File: config.mk
export PLATFORM = sky130hd
export DESIGN_NAME = led_fill_pattern_gen
export DESIGN_NICKNAME = d
export VERILOG_FILES = /design/src/rtl/led_pkg.sv /design/src/rtl/step_tick_gen.sv /design/src/rtl/led_fill_pattern_gen.sv
export SDC_FILE = /design/constraint.sdc
export NUM_CORES = 1
export LEC_CHECK = 0
export ABC_CLOCK_PERIOD_IN_PS = 5200
export CELL_PAD_IN_SITES_DETAIL_PLACEMENT = 0
export CELL_PAD_IN_SITES_GLOBAL_PLACEMENT = 1
export CORE_MARGIN = 5
export CORE_UTILIZATION = 43
export CTS_BUF_LIST = sky130_fd_sc_hd__clkbuf_16
export DETAILED_ROUTE_END_ITERATION = 6
export GPL_ROUTABILITY_DRIVEN = 1
export MAX_ROUTING_LAYER = met4
export PLACE_DENSITY = 0.88
export SLEW_MARGIN = 20
export SYNTH_ARGS = -nofsm -noshare
export SYNTH_HDL_FRONTEND = slang
export SYNTH_HIERARCHICAL = 1
export SYNTH_SLANG_ARGS = --single-unit
File: constraint.sdc
create_clock -name Clk -period 5.2 [get_ports Clk]
set_input_delay 1.04 -clock Clk [delete_from_list [all_inputs] [get_ports Clk]]
set_output_delay 1.04 -clock Clk [all_outputs]
set_load 0.005 [all_outputs]
File: src/rtl/led_pkg.sv
// Shared constants, state encoding and sizing helper for the LED fill pattern blocks.
package led_pkg;

  localparam int GEOM_BIT = 0;
  localparam int SEQ_BIT  = 1;

  typedef enum logic {
    FILL  = 1'b0,
    DRAIN = 1'b1
  } state_t;

  function automatic int clog2(input int value);
    int result;
    result = 0;
    for (int i = 0; i < 31; i++) begin
      if ((32'sd1 << i) < value) begin
        result = i + 1;
      end
    end
    return result;
  endfunction

endpackage

File: src/rtl/step_tick_gen.sv
// Programmable step prescaler: one tick every DIV+1 enabled cycles, cleared on CLR.
module step_tick_gen #(
  parameter int DIV_W = 24
) (
  input  logic             Clk,
  input  logic             RST,
  input  logic             EN,
  input  logic             CLR,
  input  logic [DIV_W-1:0] DIV,
  output logic             tick
);

  logic [DIV_W-1:0] cnt_r;
  logic             hit_s;

  assign hit_s = (cnt_r == DIV);
  assign tick  = EN & ~CLR & hit_s;

  // Prescaler count: a lowered DIV simply lets the count run through all-ones and wrap.
  always_ff @(posedge Clk or posedge RST) begin
    if (RST) begin
      cnt_r <= {DIV_W{1'b0}};
    end else if (CLR) begin
      cnt_r <= {DIV_W{1'b0}};
    end else if (EN && hit_s) begin
      cnt_r <= {DIV_W{1'b0}};
    end else if (EN) begin
      cnt_r <= cnt_r + DIV_W'(1);
    end else begin
      cnt_r <= cnt_r;
    end
  end

endmodule

File: src/rtl/led_fill_pattern_gen.sv
// Symmetric progressive-fill LED driver: centre-out / outside-in, wrap or bounce sequencing.
module led_fill_pattern_gen
  import led_pkg::*;
#(
  parameter  int WIDTH = 8,
  parameter  int DIV_W = 24,
  localparam int H     = WIDTH / 2,
  localparam int LW    = clog2(H + 1)
) (
  input  logic             Clk,
  input  logic             RST,
  input  logic             SS,
  input  logic [1:0]       MODE,
  input  logic [DIV_W-1:0] DIV,
  output logic [WIDTH-1:0] LED,
  output logic [LW-1:0]    LEVEL,
  output logic             CYCLE_DONE
);

  localparam logic [LW-1:0] H_L = LW'(H);

  logic [1:0]       active_mode_r, mode_n_s;
  state_t           state_r, state_n_s;
  logic [LW-1:0]    level_r, level_n_s;
  logic             done_r, done_n_s;
  logic [WIDTH-1:0] led_r, mask_s;
  logic             restart_s, tick_s;

  assign restart_s = SS & (MODE != active_mode_r);

  step_tick_gen #(.DIV_W(DIV_W)) u_tick (
    .Clk  (Clk),
    .RST  (RST),
    .EN   (SS),
    .CLR  (restart_s),
    .DIV  (DIV),
    .tick (tick_s)
  );

  // Next-state logic: restart outranks a tick; out-of-range levels fall back to an empty FILL.
  always_comb begin
    mode_n_s  = active_mode_r;
    state_n_s = state_r;
    level_n_s = level_r;
    done_n_s  = 1'b0;
    if (restart_s) begin
      mode_n_s  = MODE;
      state_n_s = FILL;
      level_n_s = {LW{1'b0}};
    end else if (tick_s) begin
      case (state_r)
        FILL: begin
          if (level_r < H_L) begin
            level_n_s = level_r + LW'(1);
          end else if (level_r == H_L) begin
            if (active_mode_r[SEQ_BIT]) begin
              level_n_s = H_L - LW'(1);
              state_n_s = DRAIN;
            end else begin
              level_n_s = LW'(1);
              done_n_s  = 1'b1;
            end
          end else begin
            level_n_s = {LW{1'b0}};
            state_n_s = FILL;
          end
        end
        DRAIN: begin
          if (level_r == {LW{1'b0}}) begin
            level_n_s = LW'(1);
            state_n_s = FILL;
            done_n_s  = 1'b1;
          end else if (level_r <= H_L) begin
            level_n_s = level_r - LW'(1);
          end else begin
            level_n_s = {LW{1'b0}};
            state_n_s = FILL;
          end
        end
        default: begin
          level_n_s = {LW{1'b0}};
          state_n_s = FILL;
        end
      endcase
    end else begin
      level_n_s = level_r;
    end
  end

  // Each LED lights once the level exceeds its distance from the filling edge.
  for (genvar i = 0; i < WIDTH; i++) begin : g_mask
    localparam int D_OUT = (i < H) ? i : (WIDTH - 1 - i);
    localparam int D_CEN = (i < H) ? (H - 1 - i) : (i - H);
    assign mask_s[i] = mode_n_s[GEOM_BIT] ? (level_n_s > LW'(D_OUT))
                                          : (level_n_s > LW'(D_CEN));
  end

  // State, level, mode and output registers; LED is registered alongside LEVEL.
  always_ff @(posedge Clk or posedge RST) begin
    if (RST) begin
      active_mode_r <= 2'b00;
      state_r       <= FILL;
      level_r       <= {LW{1'b0}};
      done_r        <= 1'b0;
      led_r         <= {WIDTH{1'b0}};
    end else begin
      active_mode_r <= mode_n_s;
      state_r       <= state_n_s;
      level_r       <= level_n_s;
      done_r        <= done_n_s;
      led_r         <= mask_s;
    end
  end

  assign LED        = led_r;
  assign LEVEL      = level_r;
  assign CYCLE_DONE = done_r;

endmodule

# --- Yosys cells after proc, flatten, opt, wreduce, memory -nomap -nowiden ---
# Cells that the tools add are included.
totals:
  regBits: 39
  in_bits: 29
  out_inout_bits: 12
  elab_cells: 59
classes:
  n_addsub: 3
  n_lt_le_gt_ge: 6
  eq_ne: 3
  muxes: 31
  bitwise: 5
  n_reduce_logical: 4
ops:
  columns: ["operator", "n"]
  rows:
  - ["$mux W24", 3]
  - ["$add A24 B1 Y24 const B", 1]
  - ["$eq A24 B24 Y1", 1]
  - ["$mux W1", 18]
  - ["$mux W3", 6]
  - ["$gt A3 B1 Y1 const B", 2]
  - ["$gt A3 B2 Y1 const B", 2]
  - ["$pmux W3 S2", 1]
  - ["$pmux W1 S2", 2]
  - ["$add A3 B1 Y3 const B", 1]
  - ["$and A1 B1 Y1", 3]
  - ["$eq A3 B3 Y1 const B", 1]
  - ["$le A3 B3 Y1 const B", 1]
  - ["$logic_not A3 Y1", 1]
  - ["$lt A3 B3 Y1 const B", 1]
  - ["$reduce_bool A3 Y1", 1]
  - ["$sub A3 B1 Y3 const B", 1]
  - ["$mux W2", 1]
  - ["$ne A2 B2 Y1", 1]
  - ["$not A1 Y1", 2]
  - ["$reduce_bool A2 Y1", 1]
  - ["$logic_and A1 B1 Y1", 1]

# --- Depth between registers and ports, before layout ---
# Gate-level depths: netlist (run 1).
logic_depth:
  ltp_word: 9
  ltp_mapped: 11
  mapped_depth_nobuf: 9

# --- By module ---
# Netlist (run 1), hierarchy kept.
by_module_without_submodules:
  columns: ["module", "n_inst", "cells_per_inst", "area_each_um2", "seq_area_each_um2"]
  rows:
  - ["step_tick_gen", 1, 188, 1635.3, 600.6]
  - ["led_fill_pattern_gen", 1, 69, 663.1, 275.3]

# --- Worst setup path after synthesis (run 1) ---
# OpenSTA, ideal clock, no wires.
synth_path:
  path_type: "input-to-reg"
  start: "input port MODE[0]"
  end: "register led_r[0] (netlist: LED[0])"
  setup_time_ns: 0.159
  arrival_time_ns: 2.811
  required_time_ns: 5.041
  path_slack_ns: 2.230
  stages: 8
  n_path_buf: 1
  path_cell_list: "xnor2_1 > a21boi_1 > nand2b_1 > nor2_1 > buf_2 > nor4bb_1 > a211oi_1 > a21oi_1"
synth_between:
  elab_chain_len: 9
  word_cells_on_any_way: 11
  classes_between: "2 x order compare; 1 x eq/ne; 4 x mux; 4 x bitwise"
synth_rtl:
  columns: ["item", "line_no", "source"]
  rows:
  - ["start: declaration", "led_fill_pattern_gen.sv:13", "input logic [1:0] MODE,"]
  - ["$ne A2 B2 Y1 (*)", "led_fill_pattern_gen.sv:29", "assign restart_s = SS & (MODE != active_mode_r);"]
  - ["$and A1 B1 Y1 (*)", "led_fill_pattern_gen.sv:29", null]
  - ["via restart_s", "led_fill_pattern_gen.sv:27", "logic restart_s, tick_s;"]
  - ["$not A1 Y1 (*)", "step_tick_gen.sv:17", "assign tick = EN & ~CLR & hit_s;"]
  - ["$and A1 B1 Y1 (*) (2 in a row)", "step_tick_gen.sv:17", null]
  - ["via tick_s", "led_fill_pattern_gen.sv:27", null]
  - ["$mux W3 (*)", "led_fill_pattern_gen.sv:50", "end else if (tick_s) begin"]
  - ["$mux W3 (*)", "led_fill_pattern_gen.sv:46", "if (restart_s) begin"]
  - ["$gt A3 B2 Y1 or $gt A3 B1 Y1 (tied branches)", "led_fill_pattern_gen.sv:95, led_fill_pattern_gen.sv:94", null]
  - ["$mux W1 (*)", "led_fill_pattern_gen.sv:94", "assign mask_s[i] = mode_n_s[GEOM_BIT] ? (level_n_s > LW'(D_OUT))"]
  - ["via mask_s[0]", "led_fill_pattern_gen.sv:26", "logic [WIDTH-1:0] led_r, mask_s;"]
  - ["end signal: assignment", "led_fill_pattern_gen.sv:105", "led_r <= {WIDTH{1'b0}};"]
  - ["end signal: assignment", "led_fill_pattern_gen.sv:111", "led_r <= mask_s;"]
  - ["end: declaration", "led_fill_pattern_gen.sv:26", null]
# The timed path passes the listed nets; every way through them passes the cells marked *.
# A chain may end at the register's enable or synchronous reset.

# --- Worst setup path in the final report (run 1) ---
layout_path:
  start: "input port DIV[5]"
  end: "register led_r[0] (netlist: LED[0])"
layout_between:
  elab_chain_len: 6
  word_cells_on_any_way: 7
  classes_between: "2 x order compare; 1 x eq/ne; 3 x mux; 1 x bitwise"
layout_rtl:
  columns: ["item", "line_no", "source"]
  rows:
  - ["start: declaration", "led_fill_pattern_gen.sv:14", "input logic [DIV_W-1:0] DIV,"]
  - ["$eq A24 B24 Y1 (*)", "step_tick_gen.sv:16", "assign hit_s = (cnt_r == DIV);"]
  - ["$and A1 B1 Y1 (*)", "step_tick_gen.sv:17", null]
  - ["via tick_s", "led_fill_pattern_gen.sv:27", null]
  - ["$mux W3 (*)", "led_fill_pattern_gen.sv:50", null]
  - ["$mux W3 (*)", "led_fill_pattern_gen.sv:46", null]
  - ["$gt A3 B2 Y1 or $gt A3 B1 Y1 (tied branches)", "led_fill_pattern_gen.sv:95, led_fill_pattern_gen.sv:94", null]
  - ["$mux W1 (*)", "led_fill_pattern_gen.sv:94", null]
  - ["via mask_s[0]", "led_fill_pattern_gen.sv:26", null]
# Marked as above.

==> flow_summary_export.csv, run 1 <==
group,metric,value,unit
sta,worst_pin_slew,913,ps
synthesis,synth.area.top_cells,"dfrtp_1 (38%), xnor2_1 (9.5%), nand2_1 (5.4%)",
critical_path,rr_worst_depth,8,
sta,finalSetupTns,0,ps
synthesis,postSynthCellCount,257,
global_routing,grt_overflow,0,
sta,fin_skew,2.25,ps
global_routing,grt_pass1_vias,1895,
sta,fmax,282,MHz
place,preCtsSetupSlack,1420,ps
cts,htree_levels,2,
critical_path,start_kind,"primary input",
die,die_w,83.1,µm
cts,clk_latency,270,ps
power,irDropWorstVdd,0.173,mV
power,powerDensity,226,nW/µm²
final_layout,stdcell_area,2850,µm²
cts,numCtsBuffers,5,
routing,drc_errors,0,
die,coreArea,5140,µm²
critical_path,end_kind,"flop",
routing,first_pass_iters,4,
cts,cts_tree,"done",
die,ioPinCount,41,
synthesis,synthMuxAreaShare,0.00980,
die,die_y,83.1,µm
sta,rsz0062_at_grt,"false",
synthesis,synth_compound_area_frac,0.149,
final_layout,area_growth_syn_to_layout,24.0,%
cts,clock_sinks,35,
place,dpl.hpwl,3880,µm
die,num_rows,26,
sta,finalHoldViolations,0,
cts,clock-root-buffer,"clkbuf_16",
synthesis,synth_top_area_cell,"dfrtp_1",
place,gp_congestion,0.814,
final_layout,regArea,876,µm²
sta,timing.final.ws_setup,1660,ps
synthesis,ys.flop_type,"dfrtp_1",
global_routing,antenna_found_initial,0,
final_layout,antenna_cells,0,
synthesis,synth_top_family_by_area,"simple AND/OR/NAND/NOR gates",
cts,hold_buffers,0,
routing,routed_wl,5300,µm
global_routing,grt_max_degree,26,
critical_path,crit_required,5330,ps
die,start_util,0.447,
synthesis,synth.cell_area,2300,µm²
job,max_cap_viol_count,0,
sta,slew_headroom,0.391,
final_layout,n_fill_cell,492,
critical_path,setup.worst_path.class,"primary input to flop",
synthesis,synth.ff_latch_count,35,
synthesis,synth_nets,293,
synthesis,synth_top_area_share,0.381,
synthesis,synth-simple-area-share,0.257,
routing,dr.first_iter.drc_count,118,
synthesis,synth-edff-count,0,
sta,slew_violations,0,
synthesis,synth_area_per_cell,8.94,µm²
sta,whs,573,ps
final_layout,most-common-layout-cells,"clkdlybuf4s50_1 (40), dfrtp_1 (35), nand2_1 (33)",
synthesis,synth_cell_types,49,
global_routing,grt_pass1_wl,9200,µm
final_layout,drive_above_1_share,0.0719,
global_routing,gr-usage-all-layers,0.166,
synthesis,synth-async-reset-ratio,1.00,
final_layout,multi_input_area,1300,µm²
synthesis,ys_seq_area_frac,0.381,
critical_path,crit_path_max_fanout,10,
sta,finalSetupViolations,0,
worst_hold_path,hold_path_class,"flop to flop",
cts,clock_path_buffers,2,
critical_path,arrival,3670,ps
synthesis,ys_warn_count,6,
status,outcome,"finished, final reports clean",
routing,vias,1969,
final_layout,final_nets,328,
final_layout,final_common_cell,"clkdlybuf4s50_1",
routing,ant_nets,0,
die,dieArea,6910,µm²
cts,clkSlewWorstSetupHoldPaths,50,ps
routing,drt-wirelength-per-cell,14.6,µm
cts,postCtsSetupRepairBufs,0,
worst_hold_path,hold_depth,2,
sta,period_share,0.682,
place,dpl-instance-area,2720,µm²
power,p_leak,1.13,nW
sta,post-route-min-period,3540,ps
place,portBuffers,40,
synthesis,synth-adder-area-share,0.0381,
synthesis,yosys.area_share.xor_xnor,0.111,
routing,viasPerCell,5.44,
cts,cts_resized,0,
[critical path: stages]
cell and delay, ps:
clkdlybuf4s50_1 440, xnor2_1 220, nand4_1 180, nor4_4 380
nand2_1 90, nor2_1 490, o21ai_0 200, a211oi_1 530
a21oi_1 120
[Yosys cell counts, types with 3 or more instances]
cell type,number
buf_2,4
xnor2_1,25
a221o_1,3
xor2_1,4
buf_4,5
nor2b_1,3
o311ai_0,3
dfrtp_1,35
nor3_1,4
ha_1,7
or3_1,9
a21oi_1,11
nand2_1,33
nand4_1,9
a21o_1,3
inv_1,12
nor2_1,13
o21ai_0,16
nand3_1,23
[sequential cells by signal, indices dropped and copies added, names as in the netlist]
name	flops
u_tick/cnt_r	24
active_mode_r	2
CYCLE_DONE	1
LED	4
state_r	1
LEVEL	3
[cells by family (layout without fill, tap and decap cells)]
family          after synthesis  after routing
compound gates               50             50
xor+xnor                     29             29
fa+ha+maj                     7              7
buf+inv                      25             60
flops                        35             35
mux                           2              2
simple gates                109            109
[worst paths after layout]
check                                                 start                           to  slack, ps
worst max-delay path                                 DIV[5]             LED[0]$_DFF_PP0_       1660
worst min-delay path            u_tick/cnt_r[7]$_DFFE_PP0P_  u_tick/cnt_r[7]$_DFFE_PP0P_        570
worst max register to register  u_tick/cnt_r[1]$_DFFE_PP0P_             LED[0]$_DFF_PP0_       2400
worst min register to register  u_tick/cnt_r[7]$_DFFE_PP0P_  u_tick/cnt_r[7]$_DFFE_PP0P_        570
max in group asynchronous                               RST  u_tick/cnt_r[5]$_DFFE_PP0P_       3590
min in group asynchronous                               RST             LED[6]$_DFF_PP0_       1090
[per-layer routing]
metal  part of all wire  global-route usage  up-vias
met5                  0                   -        -
met4             0.0091              0.0446        0
met3              0.046              0.0317        4
met2               0.48               0.262       50
met1               0.46               0.218      936
li1                   -                   -      979
[layout make-up]
cell class	count	share of cell area
timing repair buffer	41	0.143
tap	70	0.0307
sequential	35	0.307
multi-input combinational	197	0.456
clock buffer	5	0.0439
clock inverter	2	0.00307
inverter	12	0.0158
[through the flow]
| stage | std cells | power [W] | utilization |
|---|---|---|---|
| global placement | 355 | 0.000372 | 0.528 |
| global route | 362 | 0.000673 | 0.554 |
| CTS | 362 | 0.000650 | 0.554 |
| finish | 362 | 0.000644 | 0.554 |
| detailed placement | 355 | 0.000372 | 0.528 |
| floorplan | 257 | 0.000335 | - |
[power breakdown]
group	internal [W]	switching [W]	leakage, nW
Sequential	0.000278	0.00000865	0.483
Clock	0.000172	0.000105	0.0671
Combinational	0.0000392	0.0000417	0.575
Note: power is estimated with default switching activity, not from simulation.
==> inputs of run 2 (changes only) <==
--- a/config.mk
+++ b/config.mk
@@ -5,16 +5,16 @@
 export SDC_FILE = /design/constraint.sdc
 export NUM_CORES = 1
 export LEC_CHECK = 0
-export ABC_CLOCK_PERIOD_IN_PS = 5200
+export ABC_CLOCK_PERIOD_IN_PS = 3500
 export CELL_PAD_IN_SITES_DETAIL_PLACEMENT = 0
 export CELL_PAD_IN_SITES_GLOBAL_PLACEMENT = 1
 export CORE_MARGIN = 5
-export CORE_UTILIZATION = 43
+export CORE_UTILIZATION = 40
 export CTS_BUF_LIST = sky130_fd_sc_hd__clkbuf_16
 export DETAILED_ROUTE_END_ITERATION = 6
 export GPL_ROUTABILITY_DRIVEN = 1
 export MAX_ROUTING_LAYER = met4
-export PLACE_DENSITY = 0.88
+export PLACE_DENSITY = 0.83
 export SLEW_MARGIN = 20
 export SYNTH_ARGS = -nofsm -noshare
 export SYNTH_HDL_FRONTEND = slang
==> constraint.sdc (replaced) <==
create_clock -name Clk -period 3.5 [get_ports Clk]
set_input_delay 0.7 -clock Clk [delete_from_list [all_inputs] [get_ports Clk]]
set_output_delay 0.7 -clock Clk [all_outputs]
set_load 0.005 [all_outputs]
==> flow_summary_export.csv, run 2 (synthesis results as in run 1) <==
group,metric,value,unit
status,outcome,"finished, final reports clean",
worst_hold_path,hold_depth,2,
global_routing,grt_max_degree,26,
place,dpl.hpwl,4080,µm
final_layout,stdcell_area,2890,µm²
worst_hold_path,min_to,"u_tick/cnt_r[22]$_DFFE_PP0P_",
power,p_clk_frac,0.432,
power,seqPwrFrac,0.440,
worst_hold_path,hp-start,"u_tick/cnt_r[22]$_DFFE_PP0P_",
routing,dr.first_iter.drc_count,80,
power,powerDensity,334,nW/µm²
critical_path,start_kind,"primary input",
die,dieArea,7360,µm²
final_layout,area_growth_syn_to_layout,25.7,%
cts,clk_latency,280,ps
power,power.total,0.000965,W
routing,viasPerCell,5.31,
cts,clock_path_buffers,2,
sta,fmax,362,MHz
cts,clock_sinks,35,
final_layout,regMostFlops,"u_tick/cnt_r",
cts,clkSlewWorstSetupHoldPaths,50,ps
critical_path,worst_path_largest_cell_delay,430,ps
critical_path,timing.rr.end,"LED[4]$_DFF_PP0_",
sta,finalHoldViolations,0,
routing,routed_wl,5440,µm
place,dpl-instance-area,2750,µm²
sta,post-route-min-period,2760,ps
critical_path,setup.worst_path.class,"primary input to flop",
critical_path,cpMostUsedCell,"buf_4",
routing,drc_errors,0,
global_routing,grt_pass1_vias,1958,
cts,numCtsBuffers,5,
power,comb_power_share,0.128,
die,coreArea,5540,µm²
die,die_w,85.8,µm
power,p_leak,1.16,nW
final_layout,drive_above_1_share,0.0805,
critical_path,crit_chain,"clkdlybuf4s50_1, xnor2_1, nand4_1, nor4_4, nand2_1, nor2_1, buf_4, nor4bb_1, a211oi_1, buf_4, a21oi_1",
cts,clock-root-buffer,"clkbuf_16",
cts,cts_resized,0,
die,start_util,0.415,
final_layout,largest_register_ffs,24,
sta,finalSetupTns,0,ps
critical_path,critical-path-top-delay-family,"simple AND/OR/NAND/NOR gates",
cts,hold_buffers,0,
critical_path,reg2reg_slack,1140,ps
sta,worst_pin_slew,978,ps
place,gp_congestion,0.877,
final_layout,final_nets,333,
worst_hold_path,hold_path_class,"flop to flop",
critical_path,reg2reg_from,"u_tick/cnt_r[5]$_DFFE_PP0P_",
sta,rsz0062_at_grt,"false",
sta,timing.final.ws_setup,737,ps
sta,period_share,0.789,
global_routing,antenna_found_initial,0,
die,ioPinCount,41,
power,swShare,0.244,
global_routing,grt_pass1_wl,9550,µm
global_routing,gr-usage-all-layers,0.166,
final_layout,most-common-layout-cells,"clkdlybuf4s50_1 (40), dfrtp_1 (35), nand2_1 (33)",
cts,cts_tree,"done",
cts,postCtsSetupRepairBufs,0,
sta,finalSetupViolations,0,
place,portBuffers,40,
final_layout,fin_util,0.521,
critical_path,cp_num_buf_inv,3,
final_layout,antenna_cells,0,
sta,fin_skew,4.35,ps
place,preCtsSetupSlack,414,ps
routing,ant_nets,0,
cts,htree_levels,2,
global_routing,grt_overflow,0,
sta,slew_headroom,0.347,
routing,first_pass_iters,6,
final_layout,final_common_cell,"clkdlybuf4s50_1",
critical_path,end_kind,"flop",
power,irDropWorstVdd,0.267,mV
routing,vias,1963,
critical_path,rr_worst_depth,10,
power,p_switching,0.000236,W
die,num_rows,27,
critical_path,arrival,2960,ps
routing,drt-wirelength-per-cell,14.7,µm
critical_path,crit_path_max_fanout,10,
sta,slew_violations,0,
power,p_int,0.000730,W
critical_path,crit_required,3700,ps
job,max_cap_viol_count,0,
die,die_y,85.8,µm
critical_path,cpMaxStageDelayCell,"clkdlybuf4s50_1",
run 2: area by class of cell:
| class | count | area (µm²) |
|---|---|---|
| timing repair buffer | 46 | 445 |
| fill | 542 | 2650 |
| clock buffer | 5 | 125 |
| clock inverter | 3 | 11.3 |
| inverter | 12 | 45.0 |
| tap | 72 | 90.1 |
| sequential | 35 | 876 |
| multi-input combinational | 197 | 1300 |
run 2: power by group through the flow:
stage,sequential [W],clock (W),combinational (W)
after floorplan,0.000428,0,0.0000703
after global placement,0.000432,0,0.000124
after detailed placement,0.000432,0,0.000125
after CTS,0.000425,0.000425,0.000126
after global routing,0.000427,0.000438,0.000136
final,0.000425,0.000417,0.000124
run 2: through the flow:
stage	std cells	hold slack, ps
2_1_floorplan	257	519
3_3_place_gp	362	554
3_5_place_dp	362	560
4_1_cts	370	574
5_1_grt	370	615
6_report	370	568
run 2: worst max path at each step:
| stage | from | end | slack [ps] | depth (start not counted) |
|---|---|---|---|---|
| 6_report | DIV[5] | LED[4]$_DFF_PP0_ | 740 | 11 |
| 5_1_grt | DIV[5] | LED[0]$_DFF_PP0_ | 470 | 11 |
| 4_1_cts | DIV[5] | LED[4]$_DFF_PP0_ | 690 | 11 |
| 3_5_place_dp | DIV[5] | LED[4]$_DFF_PP0_ | 410 | 11 |
| 3_3_place_gp | DIV[5] | LED[5]$_DFF_PP0_ | 460 | 11 |
| 2_1_floorplan | MODE[0] | LED[0]$_DFF_PP0_ | 870 | 8 |
run 2: tightest hold or removal path, stage by stage, from the launching register on:
cell and delay (ps):
dfrtp_1 410, nand2_1 70, nand3_1 60
run 2: metal layers:
layer | global-route usage | vias up | share of wire
met5 | - | - | 0
met4 | 0.0475 | 0 | 0.011
met3 | 0.0288 | 4 | 0.046
met2 | 0.268 | 45 | 0.48
met1 | 0.215 | 925 | 0.46
li1 | - | 989 | -
